File: src/rtl/status_flag_unit.sv
// Architectural NZCV flag register with exception save/restore and in-flight flag-writer tracking.
// Flags, SAVED and NEST_ERR update one cycle after the write edge; FLAGS_BUSY trails the counter by one more cycle.
module status_flag_unit #(
    parameter int PEND_MAX = 3
) (
    input  logic       CLK,
    input  logic       RST,
    input  logic       ALU_N,
    input  logic       ALU_Z,
    input  logic       ALU_C,
    input  logic       ALU_V,
    input  logic       FLAG_WE,
    input  logic       S_BIT,
    input  logic       COND_PASS,
    input  logic       MSR_WE,
    input  logic [3:0] MSR_DATA,
    input  logic       PEND_SET,
    input  logic       EXC_ENTRY,
    input  logic       EXC_RETURN,
    output logic       N,
    output logic       Z,
    output logic       C,
    output logic       V,
    output logic [3:0] SAVED,
    output logic       FLAGS_BUSY,
    output logic       NEST_ERR
);

    localparam logic [2:0] CNT_MAX = 3'(PEND_MAX);

    typedef enum logic {
        NORMAL = 1'b0,
        EXC    = 1'b1
    } state_t;

    state_t     state_q, state_d;
    logic [3:0] flags_q, flags_d;
    logic [3:0] saved_q, saved_d;
    logic [2:0] cnt_q, cnt_d;
    logic       busy_q;
    logic       nest_q, nest_d;

    logic       entry_acc;
    logic       return_acc;
    logic       alu_upd;
    logic       retire;

    always_comb begin
        entry_acc  = (state_q == NORMAL) && EXC_ENTRY;
        return_acc = (state_q == EXC) && EXC_RETURN;
        alu_upd    = FLAG_WE && S_BIT && COND_PASS;
        retire     = (FLAG_WE && S_BIT) || MSR_WE;
    end

    // Flag source priority: restore on return, then direct write, then ALU.
    always_comb begin
        flags_d = flags_q;
        if (return_acc) begin
            flags_d = saved_q;
        end else if (MSR_WE) begin
            flags_d = MSR_DATA;
        end else if (alu_upd) begin
            flags_d = {ALU_N, ALU_Z, ALU_C, ALU_V};
        end
    end

    // In EXC a simultaneous return takes precedence, so it is not a nesting error.
    always_comb begin
        state_d = state_q;
        saved_d = saved_q;
        nest_d  = nest_q;
        case (state_q)
            NORMAL: begin
                if (EXC_ENTRY) begin
                    saved_d = flags_q;
                    state_d = EXC;
                end
            end
            EXC: begin
                if (EXC_RETURN) begin
                    state_d = NORMAL;
                end else if (EXC_ENTRY) begin
                    nest_d = 1'b1;
                end
            end
            default: state_d = NORMAL;
        endcase
    end

    // Accepted exception entry/return flushes the pipeline, so nothing remains in flight.
    always_comb begin
        cnt_d = cnt_q;
        if (entry_acc || return_acc) begin
            cnt_d = 3'd0;
        end else if (PEND_SET && !retire) begin
            if (cnt_q < CNT_MAX) begin
                cnt_d = cnt_q + 3'd1;
            end
        end else if (retire && !PEND_SET) begin
            if (cnt_q != 3'd0) begin
                cnt_d = cnt_q - 3'd1;
            end
        end
    end

    always_ff @(posedge CLK) begin
        if (!RST) begin
            state_q <= NORMAL;
            flags_q <= 4'b0000;
            saved_q <= 4'b0000;
            cnt_q   <= 3'd0;
            busy_q  <= 1'b0;
            nest_q  <= 1'b0;
        end else begin
            state_q <= state_d;
            flags_q <= flags_d;
            saved_q <= saved_d;
            cnt_q   <= cnt_d;
            busy_q  <= (cnt_q != 3'd0);
            nest_q  <= nest_d;
        end
    end

    assign {N, Z, C, V} = flags_q;
    assign SAVED        = saved_q;
    assign FLAGS_BUSY   = busy_q;
    assign NEST_ERR     = nest_q;

endmodule

File: config.mk
export PLATFORM = sky130hd
export DESIGN_NAME = status_flag_unit
export DESIGN_NICKNAME = d
export VERILOG_FILES = /design/src/rtl/status_flag_unit.sv
export SDC_FILE = /design/constraint.sdc
export NUM_CORES = 1
export LEC_CHECK = 0
export CAP_MARGIN = 25
export CORE_UTILIZATION = 39
export CTS_BUF_LIST = sky130_fd_sc_hd__clkbuf_8
export DETAILED_ROUTE_END_ITERATION = 6
export PLACE_DENSITY = 0.85
export SLEW_MARGIN = 20
export SYNTH_ARGS = -nofsm -noshare
export SYNTH_HDL_FRONTEND = slang
export SYNTH_SLANG_ARGS = --single-unit
File: constraint.sdc
create_clock -name CLK -period 1.6 [get_ports CLK]
set_input_delay 0.16 -clock CLK [delete_from_list [all_inputs] [get_ports CLK]]
set_output_delay 0.16 -clock CLK [all_outputs]
set_load 0.05 [all_outputs]
==> run_results.csv <==
group,metric,value,unit
setup_path,cp_top_family,"compound AO/OA/AOI/OAI gates",
setup_path,crit_required,1.73,ns
synthesis,ys_types,24,
cts,clock_sinks,14,
final_layout,nFillCells,143,
timing,holdWs,0.447,ns
setup_path,cp.depth,8,
floorplan,rows,14,
cts,clk_latency,0.25,ns
setup_path,crit_chain,"dlygate4sd2_1 -> a21oi_2 -> ha_2 -> inv_2 -> fa_2 -> buf_4 -> o31ai_1 -> a21oi_2",
synthesis,synthArstFlopShare,0,
placement,gp_congestion,0.740,
global_routing,grt.total_usage,0.188,
placement,place_ws,-0.391,ns
pwr,finalPower,0.000984,W
global_routing,grt_antenna_before_repair,0,
synthesis,yosys-top-cells-area,"dfxtp_1 41%, mux2i_1 13%, nand2_1 6.6%, nor2b_1 4.6%, o21ai_0 3.7%",
synthesis,synthDominantCellAreaShare,0.413,
setup_path,cp_slowest_stage_delay,0.33,ns
final_layout,syn_to_final_growth,53.6,%
pwr,ir_worst_vdd,681,µV
timing,finalCritPeriodShare,0.963,
synthesis,synth_largest_area_cell,"dfxtp_1",
routing,final_antenna_net_count,0,
placement,portBuffers,26,
timing,skew,0.000824,ns
routing,drt_iter0_markers,6,
synthesis,ys_ff_latch,14,
flow_run,drv_cap,0,
setup_path,cp-start-kind,"input port",
floorplan,die_w,43.7,µm
pwr,p_leak,0.461,nW
routing,routedWlPerCell,12.9,µm
synthesis,synthFlopType,"dfxtp_1",
cts,cts_inserted_buffers,3,
synthesis,avgSynthCellArea,9.06,µm²
floorplan,pin_count,27,
timing,setup_viol,0,
setup_path,timing.critical_path.buf_inv,3,
synthesis,synth_edf_count,0,
synthesis,synth.most_common_cell,"dfxtp_1",
setup_path,critPathMostFrequentCell,"a21oi_2",
synthesis,yosysSeqAreaShare,0.413,
floorplan,chipHeight,43.7,µm
timing,hold_viol,0,
timing,tightest_slew,0.330,ns
floorplan,coreArea,1560,µm²
run_status,violations,"DRC",
global_routing,grt_pass1_vias,624,
placement,dp_cells,121,
final_layout,diodes,0,
run_status,status,"finished, violations left",
synthesis,syn_nets,94,
setup_path,reg2reg_setup_slack,0.12,ns
routing,avgViaCountPerCell,5.13,
setup_path,crit_path_top_delay_cell,"fa_2",
setup_path,cp-end-kind,"flop",
cts,cts-root-buf,"clkbuf_8",
timing,tns,0,ns
final_layout,final_cells,125,
setup_path,reg2reg_depth,4,
floorplan,initial_core_util,0.436,
timing,fin_ws,0.0595,ns
cts,hold_buffers,0,
setup_path,crit_path_max_fanout,2,
timing,relSlewSlack,0.778,
pwr,powerDensity,943,nW/µm²
synthesis,synth_warnings,0,
synthesis,synth_common_cells,"14 x dfxtp_1, 12 x nand2_1, 9 x mux2i_1",
cts,path_clk_slew,0.06,ns
floorplan,dieArea,1910,µm²
hold_path,whs_path_depth,5,
global_routing,grt_pass1_wl,2.55,mm
routing,drc_errors,1,
cts,cts_tree,"built",
timing,timing.fmax,0.649,GHz
cts,clock_path_buffers,2,
setup_path,path_class,"input port to flop",
routing,dr.pass1.iters,6,
final_layout,drive_gt1_frac,0.266,
global_routing,overflow,0,
final_layout,nets,129,
global_routing,grt_max_degree,11,
timing,drv_slew,0,
cts,htreeDepth,1,
routing,routed_wl,1.61,mm
routing,vias,641,
hold_path,hold_class,"input port to flop",
timing,fin_crit,1.54,ns
synthesis,netlist_instances,75,
synthesis,syn-cell-area,679,µm²
setup_path,arrival,1.67,ns
placement,dp_hpwl,1.19,mm
==> layout by cell type, fill, tap and decap left out, types with 4 or more instances in the layout <==
cell	instances
o22ai_1	4
o21ai_0	4
nand2_1	12
dfxtp_1	14
nor2_1	4
buf_4	18
clkdlybuf4s50_1	12
mux2i_1	9
nor2b_1	5
clkbuf_8	4
==> through the flow <==
| step | util | instance area, µm² |
|---|---|---|
| detailed placement | 0.632 | 986 |
| finish | 0.669 | 1040 |
| global placement | 0.632 | 986 |
| floorplan | - | 694 |
| global route | 0.669 | 1040 |
| CTS | 0.665 | 1040 |
==> metal layers <==
| metal | global-route usage | routed length [µm] |
|---|---|---|
| met2 | 0.319 | 819 |
| met1 | 0.215 | 690 |
| met4 | 0.131 | 16 |
| met5 | 0 | 0 |
| met3 | 0.0292 | 81 |
==> power by group <==
part           internal (W)  switching [W]
Clock              0.000218       0.000125
Combinational      0.000117       0.000133
Sequential         0.000371      0.0000199
==> state kept, by name (all words and copies together) (netlist names) <==
| register | count |
|---|---|
| NEST_ERR | 1 |
| cnt_q | 3 |
| flags_q | 4 |
| state_q | 1 |
| FLAGS_BUSY | 1 |
| SAVED | 4 |
==> area by class of cell <==
| cell class | instances | area [µm²] | share of cell area |
|---|---|---|---|
| multi-input combinational | 56 | 390 | 0.374 |
| timing repair buffer | 34 | 294 | 0.282 |
| sequential | 14 | 280 | 0.269 |
| clock buffer | 4 | 55.1 | 0.0528 |
| tap | 16 | 20.0 | 0.0192 |
| inverter | 1 | 3.75 | 0.00360 |
==> worst min-delay path: stages <==
cell,delay (ns)
dlymetal6s2s_1,0.09
ha_2,0.17
a211oi_2,0.05
xnor2_1,0.12
nor2_1,0.05
==> logic make-up (layout without fill, tap and decap cells) <==
logic type / count (synthesis) / after routing / share of synthesized area
AOI/OAI and AO/OA: 18 / 18 / 0.182
xor gates and xnor gates: 1 / 1 / 0.0129
and+or+nand+nor: 26 / 26 / 0.180
muxes: 9 / 9 / 0.133
buffers and inverters: 5 / 39 / 0.0313
DFF: 14 / 14 / 0.413
adders and majority gates: 2 / 2 / 0.0479
==> path summary, 6_finish.rpt <==
kind	endpoint	from
max	cnt_q[2]	FLAG_WE
min reg2reg	NEST_ERR	NEST_ERR
min	cnt_q[0]	PEND_SET
max reg2reg	cnt_q[2]	cnt_q[0]
==> timing repair <==
| action | CTS | global route |
|---|---|---|
| setup endpoints to repair | 1 | 1 |
| buffers inserted | 0 | 0 |
| resized for setup | 3 | 2 |
| pin swaps | 1 | 5 |
No activity file was read; power rests on OpenSTA's default activity.
